**src/rtl/interrupt_controller.sv**
```systemverilog
// interrupt_controller: owns IF/IE, latches peripheral requests and completes the CPU dispatch handshake.
// Optional macro IRQ_EDGE_DETECT_EN: capture requests on rising edges instead of levels.
module interrupt_controller #(
    parameter logic [15:0] IF_ADDR     = 16'hFF0F,
    parameter logic [15:0] IE_ADDR     = 16'hFFFF,
    parameter logic [15:0] VECTOR_BASE = 16'h0040
) (
    input  logic        i_Clk,
    input  logic        i_Rst_n,
    input  logic        i_Enable,
    input  logic [15:0] i_Address,
    input  logic [7:0]  i_Bus,
    input  logic        i_Bus_Out,
    input  logic        i_Bus_In,
    output logic [7:0]  o_Bus,
    output logic        o_Selected,
    input  logic [4:0]  i_Requests,
    output logic [4:0]  o_Interrupts,
    input  logic        i_Handle_Interrupt,
    output logic [15:0] o_Vector,
    output logic        o_Vector_Valid,
    output logic        o_Wake
);
    typedef enum logic {IDLE, ACK} state_t;

    state_t     state;
    logic [4:0] if_q;
    logic [7:0] ie_q;
    logic [4:0] new_req;
    logic [4:0] pending;
    logic [4:0] lowest;
    logic [4:0] ack_clear;
    logic [2:0] idx;
    logic       sel_if;
    logic       sel_ie;
    logic       dispatch;

    assign sel_if       = i_Address == IF_ADDR;
    assign sel_ie       = i_Address == IE_ADDR;
    assign o_Selected   = sel_if | sel_ie;
    assign o_Bus        = !i_Bus_In ? 8'h00 : sel_if ? {3'b111, if_q} : sel_ie ? ie_q : 8'h00;
    assign pending      = if_q & ie_q[4:0];
    assign o_Interrupts = pending;
    assign o_Wake       = |pending;

    // Lowest set bit wins: isolate it for the clear, encode it for the vector.
    assign dispatch  = state == IDLE && i_Handle_Interrupt;
    assign lowest    = pending & (~pending + 5'd1);
    assign ack_clear = dispatch ? lowest : 5'd0;
    assign idx       = pending[0] ? 3'd0 : pending[1] ? 3'd1 : pending[2] ? 3'd2 :
                       pending[3] ? 3'd3 : 3'd4;

`ifdef IRQ_EDGE_DETECT_EN
    logic [4:0] req_hist;

    always_ff @(posedge i_Clk or negedge i_Rst_n)
        if (!i_Rst_n)
            req_hist <= 5'd0;
        else if (i_Enable)
            req_hist <= i_Requests;

    assign new_req = i_Requests & ~req_hist;
`else
    assign new_req = i_Requests;
`endif

    // New requests beat the dispatch clear, which beats the CPU write.
    always_ff @(posedge i_Clk or negedge i_Rst_n)
        if (!i_Rst_n) begin
            if_q <= 5'd0;
            ie_q <= 8'd0;
        end else if (i_Enable) begin
            if_q <= (((i_Bus_Out && sel_if) ? i_Bus[4:0] : if_q) & ~ack_clear) | new_req;
            if (i_Bus_Out && sel_ie)
                ie_q <= i_Bus;
        end

    always_ff @(posedge i_Clk or negedge i_Rst_n)
        if (!i_Rst_n) begin
            state          <= IDLE;
            o_Vector       <= 16'h0000;
            o_Vector_Valid <= 1'b0;
        end else if (i_Enable) begin
            case (state)
                IDLE:
                    if (i_Handle_Interrupt) begin
                        state          <= ACK;
                        o_Vector_Valid <= 1'b1;
                        o_Vector       <= |pending ? VECTOR_BASE + {10'd0, idx, 3'd0} : 16'h0000;
                    end
                ACK:
                    if (!i_Handle_Interrupt) begin
                        state          <= IDLE;
                        o_Vector_Valid <= 1'b0;
                    end
                default: state <= IDLE;
            endcase
        end
endmodule

```
**config.mk**
```make
export PLATFORM = sky130hd
export DESIGN_NAME = interrupt_controller
export DESIGN_NICKNAME = d
export VERILOG_FILES = /design/src/rtl/interrupt_controller.sv
export SDC_FILE = /design/constraint.sdc
export NUM_CORES = 1
export LEC_CHECK = 0
export ABC_AREA = 1
export BUFFER_PORTS_ARGS = -buffer_cell sky130_fd_sc_hd__buf_2
export CORE_MARGIN = 3
export CORE_UTILIZATION = 46
export DETAILED_ROUTE_END_ITERATION = 8
export PLACE_DENSITY = 0.88
export SLEW_MARGIN = 25
export SYNTH_ARGS = -nofsm -noshare
export SYNTH_HDL_FRONTEND = slang
export SYNTH_SLANG_ARGS = --single-unit
```
**constraint.sdc**
```tcl
create_clock -name i_Clk -period 1.5 [get_ports i_Clk]
set_input_delay 0.225 -clock i_Clk [delete_from_list [all_inputs] [get_ports i_Clk]]
set_output_delay 0.225 -clock i_Clk [all_outputs]
set_load 0.01 [all_outputs]
```
; Word-level counts from Yosys, hierarchy flattened
; Cells that the tools add are included.
[op_classes]
mux = 14
n_reduce_logical = 7
eq_ne = 4
n_bitwise = 8
add_sub_neg = 2
[ops]
columns = op, count
row1 = == test 16 bit (second input constant), 2
row2 = two-way mux 8 bit, 4
row3 = AND 5 bit, 3
row4 = two-way mux 3 bit, 4
row5 = two-way mux 5 bit, 2
row6 = inverter 5 bit, 2
row7 = adder 7 x 6 -> 8 bit (first input constant), 1
row8 = AND reduction 3 bit, 2
row9 = adder 5 x 1 -> 5 bit (second input constant), 1
row10 = OR 5 bit, 1
row11 = OR reduction 5 bit, 1
row12 = inequality test 2 bit (second input constant), 2
row13 = logical AND 1 bit, 3
row14 = two-way mux 1 bit, 3
row15 = case mux 1 bit (2 select lines), 1
row16 = AND reduction 2 bit, 1
row17 = inverter 1 bit, 1
row18 = OR 1 bit, 1
[totals]
out_inout_bits = 32
ff_bits = 31
inputBits = 35

; Logic depth before layout (Yosys ltp)
; Gate-level depths: netlist (run 1).
[depth]
depth_word = 8
mapped_depth = 10
mapped_depth_nobuf = 10

; Least setup slack after synthesis (run 1)
; OpenSTA, ideal clock, no wires.
[synth_timing]
path_type = in2out
startpoint = in i_Address[14]
endpoint = out o_Bus[0]
arrival_time_ps = 1106
stages = 8
setup_slack_ps = 169
required_ps = 1275
n_path_buf = 0
path_cell_list = nand2_1 -> inv_2 -> nand2_2 -> nor2_8 -> nand2_1 -> inv_1 -> nand2_1 -> a21oi_1
[synth_via]
elab_chain_len = 4
elab_cells_between_ends = 5
[synth_lines]
columns = element, line_no
row1 = from (decl), 11  ; input logic [15:0] i_Address,
row2 = == test 16 bit, 39  ; assign sel_ie = i_Address == IE_ADDR;
row3 = two-way mux 8 bit, 41  ; assign o_Bus = !i_Bus_In ? 8'h00 : sel_if ? {3'b111, if_q} : sel_ie ? ie_q : 8'h00;
row4 = two-way mux 8 bit * (2 in series), 41
row5 = to (decl), 15  ; output logic [7:0] o_Bus,
; Every way passes the cells marked *; elsewhere a longest branch is shown, timed or not.

; Worst setup path in the final report (run 1)
[layout_timing]
startpoint = reg if_q[2]
endpoint = out o_Wake
[layout_via]
elab_chain_len = 2
[layout_lines]
columns = element, line_no
row1 = from (decl), 27  ; logic [4:0] if_q;
row2 = from (signal assigned), 73  ; if_q <= (((i_Bus_Out && sel_if) ? i_Bus[4:0] : if_q) & ~ack_clear) | new_req;
row3 = AND 5 bit, 42  ; assign pending = if_q & ie_q[4:0];
row4 = OR reduction 5 bit, 44  ; assign o_Wake = |pending;
row5 = to (decl), 22  ; output logic o_Wake
; No other way between the ends.

==> impl_metrics.env, run 1 <==
export IMPL_reg2reg_from="if_q[2]$_DFFE_PN0P_"
export IMPL_diodes=0
export IMPL_firstDrtPassIters=4
export IMPL_synth_top_area_frac=0.3333
export IMPL_topRoutingLayerUsed="met4"
export IMPL_grt_usage=0.1870
export IMPL_grt_pass1_wl_um=5319
export IMPL_ff_latch_area_sq_um=475.5
export IMPL_routed_wl_met3_um=202
export IMPL_ant_nets=0
export IMPL_post_route_util=0.6496
export IMPL_fin_skew_ns=0.006602
export IMPL_grt_pass1_vias=1276
export IMPL_hold_path_class="primary input to flip-flop"
export IMPL_antenna_found_initial=0
export IMPL_min_delay_start="i_Bus[6]"
export IMPL_yosysSeqAreaShare=0.3333
export IMPL_synth_area_top_cells="dfrtp_1, nand2_1, inv_1, buf_4, nor2_1"
export IMPL_fmax_mhz=682.3
export IMPL_rows=19
export IMPL_synth_cells=218
export IMPL_clock_sinks=19
export IMPL_dp_final_hpwl_um=2722
export IMPL_drt_wl_total_um=3451
export IMPL_dieArea_sq_um=3805
export IMPL_initial_core_util=0.5000
export IMPL_cts_max_level=1
export IMPL_syn2layout_area_growth_pct=29.91
export IMPL_clock_path_buffers=2
export IMPL_clk_pin_slew_ns=0.11
export IMPL_maxCapViolations=0
export IMPL_ys_types=21
export IMPL_multi_input_comb_area_sq_um=780.7
export IMPL_p_leak_nw=1.154
export IMPL_vias=1477
export IMPL_grt_overflow_total=0
export IMPL_pre_cts_ws_ns=-0.05408
export IMPL_fin_nets=322
export IMPL_maxSlewViolCount=0
export IMPL_p_per_area_nw_per_um2=569.8
export IMPL_fin_crit_ns=1.466
export IMPL_holdWs_ns=0.1230
export IMPL_place_area_sq_um=1710
export IMPL_start_kind="flip-flop"
export IMPL_ios=67
export IMPL_cts_made_buffers=3
export IMPL_drt_iter0_drc=86
export IMPL_wl_met2_um=1664
export IMPL_drc_errors=0
export IMPL_root_buffer="clkbuf_4"
export IMPL_peakVddDrop_uv=377.5
export IMPL_clk_latency_ns=0.30
export IMPL_cp_data_arrival_time_ns=1.24
export IMPL_synth_top_area_cell="dfrtp_1"
export IMPL_io_buffers=54
export IMPL_die_w_um=61.69
export IMPL_wire_per_inst_um=10.92
export IMPL_avgViaCountPerCell=4.674
export IMPL_drive_above_1_share=0.3368
export IMPL_gp_congestion=0.8909
export IMPL_final_cell_mix="nand2_1, buf_2, inv_1"
export IMPL_r2r_end="if_q[4]$_DFFE_PN0P_"
export IMPL_r2r_setup_slack_ns=0.34
export IMPL_cp_required_ns=1.27
export IMPL_syn_area_sq_um=1426
export IMPL_min_to="ie_q[6]$_DFFE_PN0P_"
export IMPL_syn_mean_instance_area_sq_um=6.543
export IMPL_cp_end_kind="output pin"
export IMPL_fillers=248
export IMPL_grt_setup_unrepaired="true"
export IMPL_power_w=0.001056
export IMPL_fin_ws_ns=0.03445
export IMPL_wl_met1_um=1545
export IMPL_grt_max_degree=20
export IMPL_cts_tree="yes"
export IMPL_period_share=0.9770
export IMPL_core_sq_um=2853
export IMPL_outcome="finished clean"
export IMPL_crit_type="flip-flop to output pin"
export IMPL_design_area_sq_um=1853
export IMPL_hold_path_depth=3
export IMPL_setup_violations_final=0
export IMPL_fp_dieH_um=61.69
export IMPL_ys_warnings_count=0
export IMPL_synth_seq_cells=19
export IMPL_ff2ff_path_depth=8
export IMPL_final_common_cell="nand2_1"
export IMPL_critPathMaxFanout=3
export IMPL_hold_viol=0
per-layer routing:
layer / up-vias / GRT usage
met1: 643 / 0.2490
met2: 58 / 0.3079
li1: 772 / -
met5: - / 0
met4: 0 / 0.05455
met3: 4 / 0.03564
synth_stat cells (all sizes together):
cell,n
nand4,8
ha,1
buf,15
o21ai,9
conb,1
dfrtp,19
o31ai,1
inv,42
a21oi,10
nand2,84
nor2,20
nor3,1
nand3,7
kinds of logic (layout without fill, tap and decap cells):
| group | after synthesis | in the layout | synth area share |
|---|---|---|---|
| other | 1 | 12 | 0.002629 |
| adder cells (fa/ha/maj) | 1 | 1 | 0.008771 |
| flip-flops | 19 | 19 | 0.3333 |
| AO/OA/AOI/OAI | 20 | 20 | 0.07720 |
| buffers and inverters | 57 | 113 | 0.1886 |
| AND/OR/NAND/NOR | 120 | 120 | 0.3895 |
worst max-delay path by stage:
stage	slack (ns)	start	to	cells past startpoint
CTS	0.0006	i_Address[1]	o_Bus[1]	9
finish	0.03	if_q[2]$_DFFE_PN0P_	o_Wake	5
global route	-0.02	i_Address[13]	o_Bus[0]	9
detailed placement	-0.05	i_Address[1]	o_Bus[0]	8
floorplan	0.17	i_Address[14]	o_Bus[0]	8
global placement	-0.01	i_Address[1]	o_Bus[0]	8
repair_timing:
action                                  CTS  global route
setup buffers                             3             3
hold endpoints to repair                 19             0
hold buffers                              1             0
endpoints found under the setup margin    7             9
resized for setup                         6            15
pin swaps                                 3             8
sequential cells by signal, indices dropped and copies added (netlist names):
register        flops
ie_q                8
if_q                5
o_Vector            4
o_Vector_Valid      1
state               1
area by class of cell:
class	count	share of cell area
inverters	42	0.08508
clock buffers	4	0.01418
flip-flops and latches	19	0.2566
well taps	31	0.02093
multi-input cells	153	0.4213
repair buffers	67	0.2019
stage by stage:
stage | setup TNS, ns | instances
5_1_grt | -0.06233 | 316
2_1_floorplan | 0 | 229
3_5_place_dp | -0.1566 | 305
4_1_cts | 0 | 313
6_report | 0 | 316
3_3_place_gp | -0.01162 | 305
worst max-delay path, cell delays in order (launching register included):
cell and delay (ns):
dfrtp_1 0.43, nand2_2 0.10, nand2_2 0.07, nor2_4 0.14, nand2_2 0.07, buf_2 0.13
power breakdown:
group | switching, W | total, W | internal, W
Clock | 0.000156 | 0.000260 | 0.000104
Combinational | 0.000146 | 0.000243 | 0.0000973
Sequential | 0.0000159 | 0.000553 | 0.000537
(Power assumes the default switching activity.)
==> run 2: changes to the inputs <==
- HOLD_SLACK_MARGIN: default -> 0.15
==> run 2 against run 1 <==
  * Count of clock-buffer cells in the layout did not move
  * Setup slack is essentially flat
  * Routed wire length is 4.4% higher
  * Utilization rose by 2.8 points
  * Fmax about the same
  * Sequential power barely moved
  * Die area unchanged
==> impl_metrics.env, run 2 (same netlist as run 1, synthesis figures left out) <==
export IMPL_outcome="finished clean"
export IMPL_cp_top_family="flip-flops"
export IMPL_post_route_util=0.6776
export IMPL_rows=19
export IMPL_routed_wl_met3_um=240
export IMPL_fillers=240
export IMPL_final_cell_mix="nand2_1, buf_2, inv_1"
export IMPL_fmax_mhz=682.4
export IMPL_slowest_stage="dfrtp_1"
export IMPL_cp_common_cell="nand2_2"
export IMPL_period_share=0.9769
export IMPL_clock_sinks=19
export IMPL_io_buffers=54
export IMPL_maxSlewViolCount=0
export IMPL_final_common_cell="nand2_1"
export IMPL_cp_data_arrival_time_ns=1.24
export IMPL_clock_path_buffers=2
export IMPL_wl_met1_um=1548
export IMPL_hold_path_class="primary input to flip-flop"
export IMPL_ant_nets=0
export IMPL_setup_violations_final=0
export IMPL_grt_max_degree=20
export IMPL_grt_setup_unrepaired="true"
export IMPL_start_kind="flip-flop"
export IMPL_cp_required_ns=1.27
export IMPL_largest_register="ie_q"
export IMPL_cts_made_buffers=3
export IMPL_grt_overflow_total=0
export IMPL_p_leak_nw=1.187
export IMPL_core_sq_um=2853
export IMPL_largest_register_ffs=8
export IMPL_drive_above_1_share=0.3276
export IMPL_ios=67
export IMPL_gp_congestion=0.8909
export IMPL_holdWs_ns=0.1612
export IMPL_fin_nets=330
export IMPL_tns_ns=0
export IMPL_syn2layout_area_growth_pct=35.53
export IMPL_fin_skew_ns=0.004987
export IMPL_hold_viol=0
export IMPL_drt_wl_total_um=3603
export IMPL_cts_max_level=1
export IMPL_diodes=0
export IMPL_cpPeakStageDelay_ns=0.43
export IMPL_antenna_found_initial=0
export IMPL_fin_crit_ns=1.465
export IMPL_top_regs="ie_q x8, if_q x5, o_Vector x4"
export IMPL_fp_dieH_um=61.69
export IMPL_vias=1514
export IMPL_grt_usage=0.1926
export IMPL_dieArea_sq_um=3805
export IMPL_firstDrtPassIters=4
export IMPL_avgViaCountPerCell=4.673
export IMPL_wl_met2_um=1776
export IMPL_topRoutingLayerUsed="met4"
export IMPL_cp_num_buf_inv=1
export IMPL_drc_errors=0
export IMPL_initial_core_util=0.5000
export IMPL_clk_latency_ns=0.30
export IMPL_crit_chain="nand2_2 > nand2_2 > nor2_4 > nand2_2 > buf_2"
export IMPL_wire_per_inst_um=11.12
export IMPL_crit_type="flip-flop to output pin"
export IMPL_dp_final_hpwl_um=2722
export IMPL_grt_pass1_vias=1304
export IMPL_die_w_um=61.69
export IMPL_drt_iter0_drc=120
export IMPL_cts_tree="yes"
export IMPL_grt_pass1_wl_um=5478
export IMPL_root_buffer="clkbuf_4"
export IMPL_critPathMaxFanout=3
export IMPL_clk_pin_slew_ns=0.11
export IMPL_peakVddDrop_uv=376.3
export IMPL_cp_end_kind="output pin"
export IMPL_maxCapViolations=0
export IMPL_p_per_area_nw_per_um2=554.8
run 2: changes by cell type in the layout (fill, tap and decap cells not counted), sizes merged:
cell | previous run | this run
dlygate4sd3 | 1 | 9
run 2: worst paths after layout:
path / slack [ns] / startpoint / end / cells after the start
worst max-delay path: 0.03 / if_q[2]$_DFFE_PN0P_ / o_Wake / 5
worst min-delay path: 0.16 / i_Handle_Interrupt / state$_DFFE_PN0P_ / 3
worst max register to register: 0.34 / if_q[2]$_DFFE_PN0P_ / if_q[4]$_DFFE_PN0P_ / 8
worst min register to register: 0.49 / state$_DFFE_PN0P_ / o_Vector_Valid$_DFFE_PN0P_ / 1
max in group asynchronous: 0.81 / i_Rst_n / if_q[3]$_DFFE_PN0P_ / 2
min in group asynchronous: 0.39 / i_Rst_n / state$_DFFE_PN0P_ / 2
run 2: worst reg2reg max path: stages (launching register included):
cell     delay, ns
dfrtp_1       0.43
nand2_2       0.10
nand2_2       0.07
nor2_4        0.14
nand3_1       0.10
nand2_1       0.09
nand2_1       0.05
nand2_1       0.06
inv_1         0.03
run 2: per-stage QoR:
| step | setup WS, ns | total power [W] | instances | area, sq um |
|---|---|---|---|---|
| after CTS | 0.0006416 | 0.001068 | 321 | 1868 |
| final | 0.03461 | 0.001073 | 324 | 1933 |
| after floorplan | 0.1686 | 0.0006987 | 229 | 1468 |
| after global routing | -0.04856 | 0.001143 | 324 | 1933 |
| after detailed placement | -0.05408 | 0.0007848 | 305 | 1710 |
| after global placement | -0.01073 | 0.0007802 | 305 | 1710 |
run 2: timing repair:
item / 4_1_cts / 5_1_grt
pin swaps: 3 / 8
gates cloned: 0 / 0
hold endpoints to repair: 27 / 0
hold buffers: 9 / 0
buffers inserted: 3 / 3
gates resized for setup: 6 / 15
endpoints found under the setup margin: 7 / 9
run 2: layer usage:
metal / track usage / vias to the layer above
met3: 0.03145 / 4
met4: 0.05455 / 0
li1: - / 788
met1: 0.2555 / 660
met2: 0.3229 / 62
met5: 0 / -
run 2: final cells by class:
| class | instances | area, sq um | share of cell area |
|---|---|---|---|
| clock buffers | 4 | 26.28 | 0.01359 |
| inverters | 42 | 157.7 | 0.08155 |
| multi-input cells | 153 | 780.7 | 0.4039 |
| flip-flops and latches | 19 | 475.5 | 0.2460 |
| well taps | 31 | 38.79 | 0.02006 |
| repair buffers | 75 | 454.2 | 0.2350 |
run 2: report_power, final:
group          internal [W]  total [W]  switching, W
registers          0.000537   0.000553     0.0000158
clock network      0.000104   0.000259      0.000155
logic              0.000111   0.000261      0.000150
total              0.000751    0.00107      0.000321
==> run 3: changes to the inputs <==
- SETUP_SLACK_MARGIN: default -> 0.3
==> run 3 against run 2 <==
  * The flow now finishes with violations (setup timing)
  * Non-clock buffer count up 20
  * Sequential share of layout area down 5.5 points
  * Hold slack better by 0.012 ns
  * Critical path depth up 4
  * Sequential power about the same
  * Critical path type is now primary input to output pin
  * Critical endpoint is now o_Bus[3]
  * Highest routed layer unchanged
==> impl_metrics.env, run 3 (same netlist as run 1, synthesis figures left out) <==
export IMPL_outcome="complete, but fails checks"
export IMPL_violations="setup timing"
export IMPL_final_cell_mix="nand2_1, buf_2, buf_6"
export IMPL_crit_chain="buf_6 > nand2_1 > inv_1 > nand3_2 > nor3_4 > buf_6 > nand2_1 > a21oi_2 > buf_2"
export IMPL_fin_nets=350
export IMPL_switching_power_w=0.0004595
export IMPL_fin_skew_ns=0.006885
export IMPL_drt_iter0_drc=326
export IMPL_wl_met1_um=2425
export IMPL_clock_path_buffers=2
export IMPL_grt_pass1_vias=1711
export IMPL_largest_register="ie_q"
export IMPL_cts_tree="yes"
export IMPL_vias=2031
export IMPL_firstDrtPassIters=6
export IMPL_cp_top_family="simple AND/OR/NAND/NOR gates"
export IMPL_pre_cts_ws_ns=-0.09558
export IMPL_seqPwrFrac=0.430
export IMPL_grt_max_degree=20
export IMPL_grt_pass1_wl_um=8004
export IMPL_grt_setup_unrepaired="true"
export IMPL_grt_usage=0.2957
export IMPL_initial_core_util=0.5000
export IMPL_hold_path_class="primary input to flip-flop"
export IMPL_setup_violations_final=10
export IMPL_period_share=1.082
export IMPL_slowest_stage="nor3_4"
export IMPL_gp_congestion=0.9338
export IMPL_core_sq_um=2853
export IMPL_ff_latch_area_sq_um=475.5
export IMPL_routed_wl_met3_um=867
export IMPL_p_leak_nw=1.401
export IMPL_ios=67
export IMPL_clk_pin_slew_ns=0.13
export IMPL_wl_met2_um=3390
export IMPL_syn2layout_area_growth_pct=74.39
export IMPL_switching_share=0.3558
export IMPL_die_w_um=61.69
export IMPL_post_route_util=0.8719
export IMPL_start_kind="primary input"
export IMPL_avgViaCountPerCell=5.904
export IMPL_drt_wl_total_um=7256
export IMPL_wire_per_inst_um=21.09
export IMPL_maxCapViolations=0
export IMPL_root_buffer="clkbuf_4"
export IMPL_largest_register_ffs=8
export IMPL_cts_made_buffers=3
export IMPL_grt_overflow_total=0
export IMPL_drive_above_1_share=0.5112
export IMPL_final_common_cell="nand2_1"
export IMPL_diodes=0
export IMPL_maxSlewViolCount=0
export IMPL_peakVddDrop_uv=639.6
export IMPL_rows=19
export IMPL_clock_sinks=19
export IMPL_p_comb_frac=0.331
export IMPL_critPathMaxFanout=5
export IMPL_antenna_found_initial=0
export IMPL_fin_crit_ns=1.623
export IMPL_ant_nets=0
export IMPL_fmax_mhz=616.2
export IMPL_drc_errors=0
export IMPL_clk_latency_ns=0.34
export IMPL_multi_input_comb_area_sq_um=968.4
export IMPL_p_per_area_nw_per_um2=519.2
export IMPL_cp_num_buf_inv=4
export IMPL_fin_ws_ns=-0.1229
export IMPL_cp_required_ns=1.27
export IMPL_cts_max_level=1
export IMPL_top_regs="ie_q x8, if_q x5, o_Vector x4"
export IMPL_fp_dieH_um=61.69
export IMPL_fillers=127
export IMPL_hold_viol=0
export IMPL_crit_type="primary input to output pin"
export IMPL_topRoutingLayerUsed="met4"
export IMPL_dieArea_sq_um=3805
export IMPL_p_int_w=0.0008319
export IMPL_dp_final_hpwl_um=2928
export IMPL_io_buffers=54
export IMPL_cpPeakStageDelay_ns=0.26
export IMPL_cp_end_kind="output pin"
export IMPL_cp_data_arrival_time_ns=1.40
export IMPL_pwr_share_clk=0.239
-- run 3: cell types whose count changed in the layout (fill, tap and decap cells not counted), moves of 4 or more --
cell	delta
buf_4	+9
nand2_1	-15
inv_1	-9
buf_8	+4
nor2_1	-5
a21oi_1	-7
buf_2	-22
inv_4	+8
nand3_1	-4
a21oi_2	+7
nand2_2	+10
buf_6	+30
-- run 3: metrics by stage --
stage,area (sq um),power [W],hold WS [ns],TNS [ns],instances
final,2487,0.001291,0.1732,-0.5383,344
after global routing,2487,0.001323,0.1937,-0.8955,344
after CTS,2171,0.001137,0.1511,0,333
after detailed placement,1787,0.0007987,0.1908,-0.4349,307
after global placement,1787,0.0007918,0.1888,-0.01049,307
after floorplan,1529,0.0007044,-0.07059,0,229
-- run 3: area by class of cell --
cell class                 count  area share
clock buffer                   3    0.009054
clock inverter                 1    0.002012
inverter                      42     0.07143
multi-input combinational    153      0.3893
sequential                    19      0.1911
tap                           31     0.01559
timing repair buffer          95      0.3214
-- run 3: worst reg2reg max path, delay by kind of cell (launching register included) --
| kind | cells | cell delay, ns |
|---|---|---|
| DFF | 1 | 0.45 |
| buffers and inverters | 2 | 0.17 |
| and+or+nand+nor | 7 | 0.61 |
-- run 3: worst paths after layout --
| path | from | endpoint | slack (ns) | cells after the start |
|---|---|---|---|---|
| worst min register to register | o_Vector[4]$_DFFE_PN0P_ | o_Vector[4]$_DFFE_PN0P_ | 0.53 | 2 |
| min in group asynchronous | i_Rst_n | ie_q[2]$_DFFE_PN0P_ | 0.37 | 2 |
| worst max register to register | if_q[2]$_DFFE_PN0P_ | if_q[4]$_DFFE_PN0P_ | 0.19 | 9 |
| max in group asynchronous | i_Rst_n | state$_DFFE_PN0P_ | 0.79 | 2 |
| worst min-delay path | i_Requests[0] | if_q[0]$_DFFE_PN0P_ | 0.17 | 5 |
| worst max-delay path | i_Address[7] | o_Bus[3] | -0.12 | 9 |
-- run 3: power by group through the flow --
stage	combinational, W	sequential [W]	clock (W)
4_1_cts	0.000308	0.000551	0.000278
3_3_place_gp	0.000230	0.000562	0
3_5_place_dp	0.000237	0.000562	0
6_report	0.000427	0.000556	0.000308
5_1_grt	0.000448	0.000559	0.000316
2_1_floorplan	0.000135	0.000569	0
-- run 3: metal layers --
layer	track usage	up-vias
met3	0.05870	68
met1	0.3307	918
met4	0.2000	0
met2	0.5022	215
li1	-	830
met5	0	-
-- run 3: timing repair --
item	in CTS	in global routing
setup endpoints to repair	17	24
pin swaps	23	34
endpoints found under the hold margin	26	0
gates resized for setup	51	57
buffers inserted	14	11
gates cloned	0	0
hold buffers	8	0
